==> config.mk <==
export PLATFORM = sky130hd
export DESIGN_NAME = mem_bus_master
export DESIGN_NICKNAME = d
export VERILOG_FILES = /design/src/rtl/mem_bus_master.sv
export SDC_FILE = /design/constraint.sdc
export NUM_CORES = 1
export LEC_CHECK = 0
export ABC_AREA = 1
export ABC_CLOCK_PERIOD_IN_PS = 1500
export BUFFER_PORTS_ARGS = -buffer_cell sky130_fd_sc_hd__buf_4
export CELL_PAD_IN_SITES_DETAIL_PLACEMENT = 1
export CELL_PAD_IN_SITES_GLOBAL_PLACEMENT = 2
export CORE_MARGIN = 2
export CORE_UTILIZATION = 23
export DETAILED_ROUTE_END_ITERATION = 16
export PLACE_DENSITY_LB_ADDON = 0.1
export SKIP_LAST_GASP = 1
export SYNTH_ARGS = -nofsm -noshare
export SYNTH_HDL_FRONTEND = slang
export SYNTH_SLANG_ARGS = --single-unit
==> constraint.sdc <==
create_clock -name clk -period 1.5 [get_ports clk]
set_clock_uncertainty 0.2 [all_clocks]
set_input_delay 0.075 -clock clk [delete_from_list [all_inputs] [get_ports clk]]
set_output_delay 0.075 -clock clk [all_outputs]
set_load 0.02 [all_outputs]
==> src/rtl/mem_bus_master.sv <==
// Single-word load/store initiator for the generic memory bus.
// Each address/data/strobe set is held for HOLD_CYCLES clk cycles so a slow-clocked memory samples it safely.
module mem_bus_master #(
    parameter int unsigned ADDR_W      = 32,
    parameter int unsigned DATA_W      = 32,
    parameter int unsigned HOLD_CYCLES = 4
) (
    input  logic              clk,
    input  logic              rst_n,
    input  logic              req_valid,
    output logic              req_ready,
    input  logic              req_we,
    input  logic [0:ADDR_W-1] req_addr,
    input  logic [0:DATA_W-1] req_wdata,
    output logic              rsp_valid,
    input  logic              rsp_ready,
    output logic              rsp_is_read,
    output logic [0:DATA_W-1] rsp_rdata,
    output logic [0:ADDR_W-1] mem_addr,
    output logic              mem_we,
    output logic              mem_re,
    output logic [0:DATA_W-1] mem_wdata,
    input  logic [0:DATA_W-1] mem_rdata
);

    typedef enum logic [1:0] {IDLE, ACCESS, RESP} state_t;

    localparam logic [7:0] HOLD_LAST = 8'(HOLD_CYCLES - 1);

    state_t            state_q, state_d;
    logic [7:0]        cnt_q, cnt_d;
    logic              write_q, write_d;
    logic              req_ready_q, req_ready_d;
    logic              rsp_valid_q, rsp_valid_d;
    logic              rsp_is_read_q, rsp_is_read_d;
    logic [0:DATA_W-1] rsp_rdata_q, rsp_rdata_d;
    logic [0:ADDR_W-1] mem_addr_q, mem_addr_d;
    logic              mem_we_q, mem_we_d;
    logic              mem_re_q, mem_re_d;
    logic [0:DATA_W-1] mem_wdata_q, mem_wdata_d;

    always_comb begin
        state_d       = state_q;
        cnt_d         = cnt_q;
        write_d       = write_q;
        req_ready_d   = req_ready_q;
        rsp_valid_d   = rsp_valid_q;
        rsp_is_read_d = rsp_is_read_q;
        rsp_rdata_d   = rsp_rdata_q;
        mem_addr_d    = mem_addr_q;
        mem_we_d      = mem_we_q;
        mem_re_d      = mem_re_q;
        mem_wdata_d   = mem_wdata_q;

        case (state_q)
            IDLE: begin
                // req_ready_q gates acceptance, so the first cycle after reset only raises ready
                req_ready_d = 1'b1;
                if (req_valid && req_ready_q) begin
                    state_d     = ACCESS;
                    req_ready_d = 1'b0;
                    write_d     = req_we;
                    mem_addr_d  = req_addr;
                    mem_wdata_d = req_wdata;
                    mem_we_d    = req_we;
                    mem_re_d    = !req_we;
                    cnt_d       = HOLD_LAST;
                end
            end
            ACCESS: begin
                if (cnt_q == 8'd0) begin
                    mem_we_d      = 1'b0;
                    mem_re_d      = 1'b0;
                    rsp_valid_d   = 1'b1;
                    rsp_is_read_d = !write_q;
                    if (!write_q) begin
                        rsp_rdata_d = mem_rdata;
                    end
                    state_d = RESP;
                end else begin
                    cnt_d = cnt_q - 8'd1;
                end
            end
            RESP: begin
                if (rsp_ready) begin
                    rsp_valid_d = 1'b0;
                    req_ready_d = 1'b1;
                    state_d     = IDLE;
                end
            end
            default: state_d = IDLE;
        endcase
    end

    always_ff @(posedge clk or negedge rst_n) begin
        if (!rst_n) begin
            state_q       <= IDLE;
            cnt_q         <= '0;
            write_q       <= 1'b0;
            req_ready_q   <= 1'b0;
            rsp_valid_q   <= 1'b0;
            rsp_is_read_q <= 1'b0;
            rsp_rdata_q   <= '0;
            mem_addr_q    <= '0;
            mem_we_q      <= 1'b0;
            mem_re_q      <= 1'b0;
            mem_wdata_q   <= '0;
        end else begin
            state_q       <= state_d;
            cnt_q         <= cnt_d;
            write_q       <= write_d;
            req_ready_q   <= req_ready_d;
            rsp_valid_q   <= rsp_valid_d;
            rsp_is_read_q <= rsp_is_read_d;
            rsp_rdata_q   <= rsp_rdata_d;
            mem_addr_q    <= mem_addr_d;
            mem_we_q      <= mem_we_d;
            mem_re_q      <= mem_re_d;
            mem_wdata_q   <= mem_wdata_d;
        end
    end

    assign req_ready   = req_ready_q;
    assign rsp_valid   = rsp_valid_q;
    assign rsp_is_read = rsp_is_read_q;
    assign rsp_rdata   = rsp_rdata_q;
    assign mem_addr    = mem_addr_q;
    assign mem_we      = mem_we_q;
    assign mem_re      = mem_re_q;
    assign mem_wdata   = mem_wdata_q;

endmodule
==> results.py, run 1 <==
metrics = {
    "status": {
        "outcome": "complete, but fails checks",
        "failed_checks": "setup timing",
    },
    "sta": {
        "hold_ws_ps": 8.99,
        "tightest_slew_ps": 447,
        "period_needed_ps": 1650,
        "hold_violations": 0,
        "setup_ws_ps": -149,
        "setup_violations": 108,
        "fin_crit_sh_pct": 110,
        "maxSlewHeadroom_pct": 70.2,
        "maxSlewViolCount": 0,
        "fmax_mhz": 607,
        "rsz0062_at_grt": "yes",
    },
    "placement": {
        "pre_cts_slack_ps": -210,
        "hpwl_um": 11100,
        "gp_congestion": 0.725,
        "port_buffers": 201,
    },
    "routing": {
        "drtIter0Drc": 100,
        "drtAntennaViolNets": 0,
        "drc_errors": 0,
        "post_drt_wl_per_cell_um": 16.3,
        "wl_met3_um": 856,
        "wl_met2_um": 9470,
        "drt-met1-wl_um": 7610,
        "top_layer": "met4",
        "routed_via_density": 4.28,
        "drt-pass1-iter-count": 5,
        "vias": 4806,
        "drt_wl_total_um": 18300,
    },
    "cts": {
        "cts.root.buffer_cell": "clkbuf_16",
        "cts.htree.levels": 3,
        "cts_tree": "yes",
        "clock_latency_ps": 350,
        "clk_pin_slew_ps": 80,
        "clkSinkCount": 112,
        "cts_inserted_buffers": 9,
        "clockBufferDepth": 2,
    },
    "critical_path": {
        "arrival_ps": 1700,
        "cp_max_fo": 8,
        "path_class": "reg -> reg",
        "cp-end-kind": "flip-flop",
        "critPathLaunchType": "flip-flop",
        "worstPathRequired_ps": 1550,
    },
    "yosys": {
        "ys_types": 25,
        "synthFlopType": "dfrtp_1",
        "ys_ff_latch": 112,
        "synth_edf_count": 0,
        "syn-mean-instance-area_um2": 8.77,
        "syn_inst": 517,
        "ys_async_sr_fraction_pct": 100,
        "ys_warn_count": 0,
        "synth_nets": 620,
        "syn_area_um2": 4530,
        "yosysSeqAreaShare_pct": 61.8,
    },
    "floorplan": {
        "core-area_um2": 19400,
        "dieArea_um2": 20800,
        "fp.dieW_um": 144,
        "start_util_pct": 23.4,
        "num_io_pins": 202,
        "fp-row-count": 51,
        "die_y_um": 144,
    },
    "finish": {
        "nFillCells": 2233,
        "seq_area_um2": 2800,
        "fin_nets": 957,
        "drive_above_1_share_pct": 47.5,
        "num_antenna_cells": 0,
        "multiInputGateArea_um2": 2180,
        "area_growth_pct": 97.5,
    },
    "worst_hold_path": {
        "min_path_type": "in -> async",
    },
    "global_route": {
        "grt_max_degree": 38,
        "grt_pass1_vias": 4883,
        "grt_pass1_wl_um": 25600,
        "grt_use_total_pct": 15.7,
        "grt_remaining_overflow": 0,
        "antenna_found_initial": 0,
    },
    "pwr": {
        "p_leak_nw": 4.52,
        "power_density_nw_per_um2": 2080,
        "peakVddDrop_uv": 808,
    },
    "job": {
        "cap_viol_max_count": 0,
    },
}
per-layer routing:
metal	up-vias	global-route usage [%]
met5	-	0
met4	0	5.57
met3	20	3.91
met2	122	27.0
met1	2383	19.3
li1	2281	-
synthesized netlist by cell type, types with 3 or more instances:
cell type | n | area [µm²]
nor2_1 | 17 | 63.8
inv_1 | 6 | 22.5
inv_2 | 6 | 22.5
nand4_1 | 3 | 18.8
buf_4 | 7 | 52.6
buf_6 | 3 | 33.8
nand3_1 | 41 | 205
buf_2 | 9 | 45.0
nand2_2 | 4 | 25.0
dfrtp_1 | 112 | 2800
o21ai_0 | 3 | 15.0
clkbuf_1 | 5 | 18.8
nand2_1 | 286 | 1070
path summary, 6_finish.rpt:
path | startpoint | end | slack (ps) | depth (start not counted)
max | cnt_q[1] | rsp_rdata[5] | -150 | 9
min | rst_n | req_ready | 9 | 2
max reg2reg | cnt_q[1] | rsp_rdata[5] | -150 | 9
max in group asynchronous | rst_n | mem_addr[22] | 530 | 3
min in group clk | req_valid | mem_we | 30 | 5
min reg2reg | rsp_rdata[20] | rsp_rdata[20] | 280 | 2
critical path: stages (launching register included):
cell	delay, ps
dfrtp_1	400
inv_2	90
ha_4	140
nand2_4	50
nor2_4	110
nand3_4	150
clkinv_8	130
nand2_4	110
nand2_1	110
nand2_1	60
flip-flops by register name, indices dropped and copies added, names as in the netlist:
register and count:
mem_re 1, rsp_rdata 32, rsp_is_read 1, cnt_q 8
req_ready 1, state_q 2, mem_we 1, mem_addr 32
rsp_valid 1, mem_wdata 32, write_q 1
what timing repair did:
item,in CTS,in global routing
gates cloned,3,17
pin swaps,0,78
hold buffers,99,0
endpoints found under the setup margin,66,109
gates resized for setup,11,179
hold endpoints to repair,214,0
buffers inserted,0,1
metrics by stage:
stage	TNS, ps	power, W	area (µm²)	util [%]	cells
floorplan	-1690	0.00952	4560	-	517
global placement	-4560	0.0132	6580	33.9	988
detailed placement	-6500	0.0134	6580	33.9	988
CTS	-4490	0.0167	7990	41.2	1106
global route	-13490	0.0198	8950	46.1	1124
finish	-7180	0.0186	8950	46.1	1124
placed cells by master (no fill, tap or decap), types with 3 or more instances in the layout:
cell and instances:
nor2_4 3, nand2_1 180, nand3_1 30, nand3_2 9, inv_1 4, dlygate4sd3_1 99, inv_2 7, buf_12 11
clkbuf_16 20, buf_8 3, nand2_4 45, dfrtp_1 112, nor2_1 15, buf_4 217, nand2_2 69, nand3_4 3
nand4_1 3
report_power, final:
group	leakage [nW]	switching [W]	internal, W
Combinational	2.98	0.00562	0.00455
Clock	0.165	0.00121	0.00153
Sequential	1.37	0.00119	0.00447
logic make-up (layout without fill, tap and decap cells):
| group | Yosys count | after routing | share of synthesized area (%) |
|---|---|---|---|
| buffers and inverters | 38 | 375 | 4.53 |
| adder cells (fa/ha/maj) | 2 | 2 | 0.552 |
| flip-flops | 112 | 112 | 61.8 |
| XOR/XNOR | 3 | 3 | 0.580 |
| AND/OR/NAND/NOR | 355 | 360 | 31.6 |
| AO/OA/AOI/OAI | 7 | 7 | 0.884 |
area by class of cell:
type                            instances  share of cell area [%]
Clock inverter                          6                    1.01
Sequential cell                       112                    31.3
Timing Repair inverter                  1                  0.0978
Timing Repair Buffer                  344                    36.0
Inverter                               14                   0.853
Tap cell                              265                    3.70
Clock buffer                           10                    2.67
Multi-Input combinational cell        372                    24.3
Power figures use the tool's default switching activity.
==> run 2: changes to the inputs <==
--- a/config.mk
+++ b/config.mk
@@ -13,7 +13,8 @@
 export CORE_MARGIN = 2
 export CORE_UTILIZATION = 23
 export DETAILED_ROUTE_END_ITERATION = 16
-export PLACE_DENSITY_LB_ADDON = 0.1
+export GPL_ROUTABILITY_DRIVEN = 0
+export PLACE_DENSITY = 0.73
 export SKIP_LAST_GASP = 1
 export SYNTH_ARGS = -nofsm -noshare
 export SYNTH_HDL_FRONTEND = slang
==> results.py, run 2 (same netlist as run 1, synthesis figures left out) <==
metrics = {
    "status": {
        "outcome": "complete, but fails checks",
        "failed_checks": "setup timing",
    },
    "global_route": {
        "grt_pass1_wl_um": 26200,
        "grt_pass1_vias": 5174,
        "grt_remaining_overflow": 0,
        "grt_max_degree": 70,
        "grt_use_total_pct": 16.0,
        "antenna_found_initial": 0,
    },
    "routing": {
        "drt_wl_total_um": 20100,
        "drt-pass1-iter-count": 5,
        "drtIter0Drc": 72,
        "vias": 4963,
        "drtAntennaViolNets": 0,
        "post_drt_wl_per_cell_um": 17.7,
        "routed_via_density": 4.36,
        "drc_errors": 0,
    },
    "critical_path": {
        "cp_max_fo": 10,
        "cp_top_family": "simple AND/OR/NAND/NOR gates",
        "r2r_start": "cnt_q[1]",
        "cp-startpoint": "cnt_q[1]",
        "crit_path_max_incr_delay_ps": 390,
        "critical_path_buf_inv_count": 3,
        "crit_path_cell_trace": "inv_2 > ha_4 > nand2_4 > nor2_4 > nand3_4 > clkinv_8 > buf_12 > nand3_1 > nand2_1",
        "reg2reg_depth": 9,
        "critical_path_depth": 9,
        "slowest_stage": "dfrtp_1",
        "cp-end-kind": "flip-flop",
        "arrival_ps": 1720,
        "path_class": "reg -> reg",
        "critPathLaunchType": "flip-flop",
        "worstPathRequired_ps": 1600,
    },
    "pwr": {
        "p_comb_share_pct": 56.9,
        "peakVddDrop_uv": 900,
        "power_density_nw_per_um2": 2080,
        "p_int_w": 0.0107,
        "p_sw_share_pct": 43.8,
        "pwr-share-seq_pct": 29.3,
        "p_leak_nw": 4.71,
        "p_clk_share_pct": 13.8,
        "p_switching_w": 0.00836,
    },
    "placement": {
        "placed_area_um2": 6550,
        "port_buffers": 201,
        "hpwl_um": 11000,
        "placed_cells": 986,
        "pre_cts_slack_ps": -239,
    },
    "cts": {
        "cts.root.buffer_cell": "clkbuf_16",
        "clockBufferDepth": 2,
        "clkSinkCount": 112,
        "clock_latency_ps": 360,
        "cts.htree.levels": 3,
        "cts_tree": "yes",
        "clk_pin_slew_ps": 80,
        "cts_inserted_buffers": 9,
    },
    "worst_hold_path": {
        "min_path_type": "in -> reg",
        "hold_start": "req_addr[26]",
        "hold_depth": 4,
    },
    "finish": {
        "area_growth_pct": 103,
        "drive_above_1_share_pct": 48.6,
        "final_cell_mix": "buf_4, nand2_1, dfrtp_1, dlygate4sd3_1, nand2_2",
        "num_antenna_cells": 0,
        "layout_commonest_cell": "buf_4",
        "final_cells": 1139,
        "stdcell_area_um2": 9190,
        "fin_nets": 972,
        "final_util_pct": 47.4,
    },
    "sta": {
        "setup_violations": 108,
        "fmax_mhz": 616,
        "setup_ws_ps": -124,
        "tightest_slew_ps": 257,
        "maxSlewViolCount": 0,
        "maxSlewHeadroom_pct": 82.8,
        "fin_crit_sh_pct": 108,
        "hold_violations": 0,
        "period_needed_ps": 1620,
        "rsz0062_at_grt": "yes",
        "hold_ws_ps": 258,
    },
    "floorplan": {
        "num_io_pins": 202,
        "core-area_um2": 19400,
        "dieArea_um2": 20800,
        "die_y_um": 144,
        "fp-row-count": 51,
        "fp.dieW_um": 144,
        "start_util_pct": 23.4,
    },
    "job": {
        "cap_viol_max_count": 0,
    },
}
run 2: routing by layer:
layer  GRT usage [%]  up-vias  routed length (µm)
li1                -     2311                   -
met4            5.26        0                 382
met2            28.8      131               11000
met3            3.64       25                 835
met1            18.7     2496                7930
met5               0        -                   0
run 2: final timing paths:
| path | end | slack (ps) |
|---|---|---|
| setup / recovery | rsp_rdata[21] | -120 |
| hold / removal | mem_addr[26] | 260 |
| setup reg to reg | rsp_rdata[21] | -120 |
| hold reg to reg | rsp_rdata[26] | 280 |
| max in group asynchronous | mem_wdata[29] | 180 |
| min in group asynchronous | mem_addr[19] | 460 |
run 2: layout make-up:
class	count	area [µm²]
clock buffers	9	225
clock inverters	7	97.6
fillers	2194	10200
inverters	14	95.1
multi-input cells	370	2160
flip-flops and latches	112	2800
well taps	265	332
repair buffers	361	3460
repair inverters	1	16.3
run 2: through the flow:
stage | TNS, ps | power (W)
floorplan | -1690 | 0.00952
global placement | -4310 | 0.0131
detailed placement | -9200 | 0.0134
CTS | -3860 | 0.0165
global route | -15830 | 0.0203
finish | -8580 | 0.0191
run 2: worst min-delay path: stages:
cell and delay [ps]:
dlygate4sd3_1 530, buf_4 100, nand2_2 40, nand2_1 40
run 2: timing repair:
action / CTS / global route
endpoints found under the setup margin: 108 / 132
buffers inserted: 1 / 8
cloned: 2 / 25
endpoints found under the hold margin: 214 / 0
gates resized for setup: 12 / 199
pin swaps: 1 / 57
hold buffers: 101 / 0
run 2: power groups by stage:
stage	sequential [W]	clock, W	combinational [W]
after floorplan	0.00689	0	0.00264
after global placement	0.00537	0	0.00772
after detailed placement	0.00540	0	0.00798
after CTS	0.00538	0.00271	0.00841
after global routing	0.00577	0.00281	0.0117
final	0.00559	0.00263	0.0108
==> run 3: changes to the inputs <==
--- a/config.mk
+++ b/config.mk
@@ -8,13 +8,11 @@
 export ABC_AREA = 1
 export ABC_CLOCK_PERIOD_IN_PS = 1500
 export BUFFER_PORTS_ARGS = -buffer_cell sky130_fd_sc_hd__buf_4
-export CELL_PAD_IN_SITES_DETAIL_PLACEMENT = 1
-export CELL_PAD_IN_SITES_GLOBAL_PLACEMENT = 2
 export CORE_MARGIN = 2
-export CORE_UTILIZATION = 23
+export CORE_UTILIZATION = 42
 export DETAILED_ROUTE_END_ITERATION = 16
 export GPL_ROUTABILITY_DRIVEN = 0
-export PLACE_DENSITY = 0.73
+export PLACE_DENSITY = 0.74
 export SKIP_LAST_GASP = 1
 export SYNTH_ARGS = -nofsm -noshare
 export SYNTH_HDL_FRONTEND = slang
==> results.py, run 3 (same netlist as run 1, synthesis figures left out) <==
metrics = {
    "sta": {
        "fin_crit_sh_pct": 106,
        "rsz0062_at_grt": "yes",
        "period_needed_ps": 1580,
        "hold_ws_ps": -10.2,
        "setup_ws_ps": -83.9,
        "maxSlewHeadroom_pct": 73.8,
        "maxSlewViolCount": 0,
        "setup_violations": 79,
        "hold_violations": 10,
        "tightest_slew_ps": 392,
        "fmax_mhz": 631,
    },
    "routing": {
        "drc_errors": 0,
        "drt-met1-wl_um": 6380,
        "drt_wl_total_um": 17100,
        "drtIter0Drc": 304,
        "vias": 4988,
        "routed_via_density": 5.00,
        "wl_met3_um": 1100,
        "drt-pass1-iter-count": 5,
        "post_drt_wl_per_cell_um": 17.1,
        "wl_met2_um": 9100,
        "drtAntennaViolNets": 0,
        "top_layer": "met4",
    },
    "critical_path": {
        "slowest_stage": "dfrtp_2",
        "cp_max_fo": 7,
        "crit_path_max_incr_delay_ps": 460,
        "worstPathRequired_ps": 1610,
        "timing.rr.end": "mem_wdata[14]",
        "critical_path_buf_inv_count": 3,
        "setup.worst_path.end": "mem_wdata[14]",
        "cp-startpoint": "state_q[0]",
        "reg2reg_depth": 7,
        "cp-end-kind": "flip-flop",
        "critPathLaunchType": "flip-flop",
        "crit_path_cell_trace": "nor2_4 > nand3_4 > buf_6 > clkinv_8 > clkbuf_16 > nand2_1 > nand2_1",
        "arrival_ps": 1690,
        "critical_path_depth": 7,
        "path_class": "reg -> reg",
        "worst-r2r-setup-slack_ps": -80,
        "cp_common_cell": "nand2_1",
        "r2r_start": "state_q[0]",
        "cp_top_family": "flip-flops",
    },
    "status": {
        "failed_checks": "hold timing, setup timing",
        "outcome": "complete, but fails checks",
    },
    "global_route": {
        "grt_pass1_wl_um": 23900,
        "grt_remaining_overflow": 0,
        "grt_pass1_vias": 5019,
        "grt_use_total_pct": 26.4,
        "antenna_found_initial": 1,
        "grt_max_degree": 39,
    },
    "finish": {
        "multiInputGateArea_um2": 1910,
        "fin_nets": 959,
        "area_growth_pct": 84.9,
        "drive_above_1_share_pct": 40.7,
        "final_cell_mix": "nand2_1, buf_4, dfrtp_1, dlygate4sd3_1, nand3_1",
        "nFillCells": 587,
        "stdcell_area_um2": 8380,
        "seq_area_um2": 2800,
        "layout_commonest_cell": "nand2_1",
        "final_cells": 997,
    },
    "cts": {
        "cts_tree": "yes",
        "cts.root.buffer_cell": "clkbuf_8",
        "clkSinkCount": 112,
        "clk_pin_slew_ps": 110,
        "clock_latency_ps": 380,
        "cts.htree.levels": 3,
        "clockBufferDepth": 2,
        "cts_inserted_buffers": 9,
    },
    "floorplan": {
        "fp.dieW_um": 108,
        "dieArea_um2": 11600,
        "die_y_um": 108,
        "start_util_pct": 43.5,
        "num_io_pins": 202,
        "fp-row-count": 37,
        "core-area_um2": 10400,
    },
    "pwr": {
        "p_switching_w": 0.00745,
        "p_int_w": 0.00967,
        "pwr-share-seq_pct": 32.0,
        "p_leak_nw": 4.49,
        "p_sw_share_pct": 43.5,
        "p_clk_share_pct": 11.8,
        "power_density_nw_per_um2": 2040,
        "p_comb_share_pct": 56.2,
        "peakVddDrop_uv": 1120,
    },
    "worst_hold_path": {
        "min_path_type": "in -> async",
    },
    "placement": {
        "placed_cells": 857,
        "port_buffers": 201,
        "placed_area_um2": 6340,
        "hpwl_um": 9060,
    },
    "job": {
        "cap_viol_max_count": 0,
    },
}
==> run 3: how the worst min path moves through the flow <==
stage               cells past startpoint  slack [ps]            to   from
floorplan                               0        -420      cnt_q[0]  rst_n
global placement                        1        -180  mem_wdata[6]  rst_n
detailed placement                      1        -180  mem_wdata[6]  rst_n
CTS                                     2         -40   mem_addr[9]  rst_n
global route                            2          10   mem_addr[6]  rst_n
finish                                  2         -10   mem_addr[9]  rst_n
==> run 3: power groups by stage <==
stage          Clock (W)  Sequential [W]  Combinational [W]
2_1_floorplan          0         0.00689            0.00264
3_3_place_gp           0         0.00531            0.00744
3_5_place_dp           0         0.00535            0.00766
4_1_cts          0.00202         0.00535            0.00840
5_1_grt          0.00218         0.00563             0.0103
6_report         0.00202         0.00549            0.00962
==> run 3: worst reg2reg max path, delay by kind of cell, from the launching register on <==
kind                   cells  cell delay, ps
buffers and inverters      3             430
flip-flops                 1             460
AND/OR/NAND/NOR            4             410
==> run 3: stage by stage <==
stage                     hold slack (ps)  utilization, %  setup slack (ps)  total power, W  setup TNS [ps]
final                               -10.2            80.4             -83.9          0.0171           -3660
after global routing                 9.55            80.4              -162          0.0181           -9640
after CTS                           -35.7            74.9             -76.8          0.0158           -2790
after detailed placement             -177            60.9              -195          0.0130           -5420
after global placement               -181            60.9             -89.9          0.0128           -3080
after floorplan                      -421               -             -58.1         0.00952           -1690
==> run 3: area by class of cell <==
cell class / count / area share, %
Inverter: 14 / 0.971
Timing Repair Buffer: 348 / 37.9
Clock inverter: 3 / 0.777
Sequential cell: 112 / 33.5
Antenna cell: 1 / 0.0299
Timing Repair inverter: 1 / 0.194
Tap cell: 136 / 2.03
Clock buffer: 12 / 1.85
Multi-Input combinational cell: 370 / 22.7
==> run 3: per-layer routing <==
metal / track usage [%] / vias up
met5: 0 / -
li1: - / 2278
met4: 10.2 / 0
met2: 47.9 / 244
met1: 29.7 / 2424
met3: 6.30 / 42
==> run 3: what timing repair did <==
action	4_1_cts	5_1_grt
gates resized for setup	31	103
setup endpoints to repair	87	109
gates cloned	6	11
pin swaps	6	19
hold endpoints to repair	214	0
buffers inserted	3	6
hold buffers	100	0
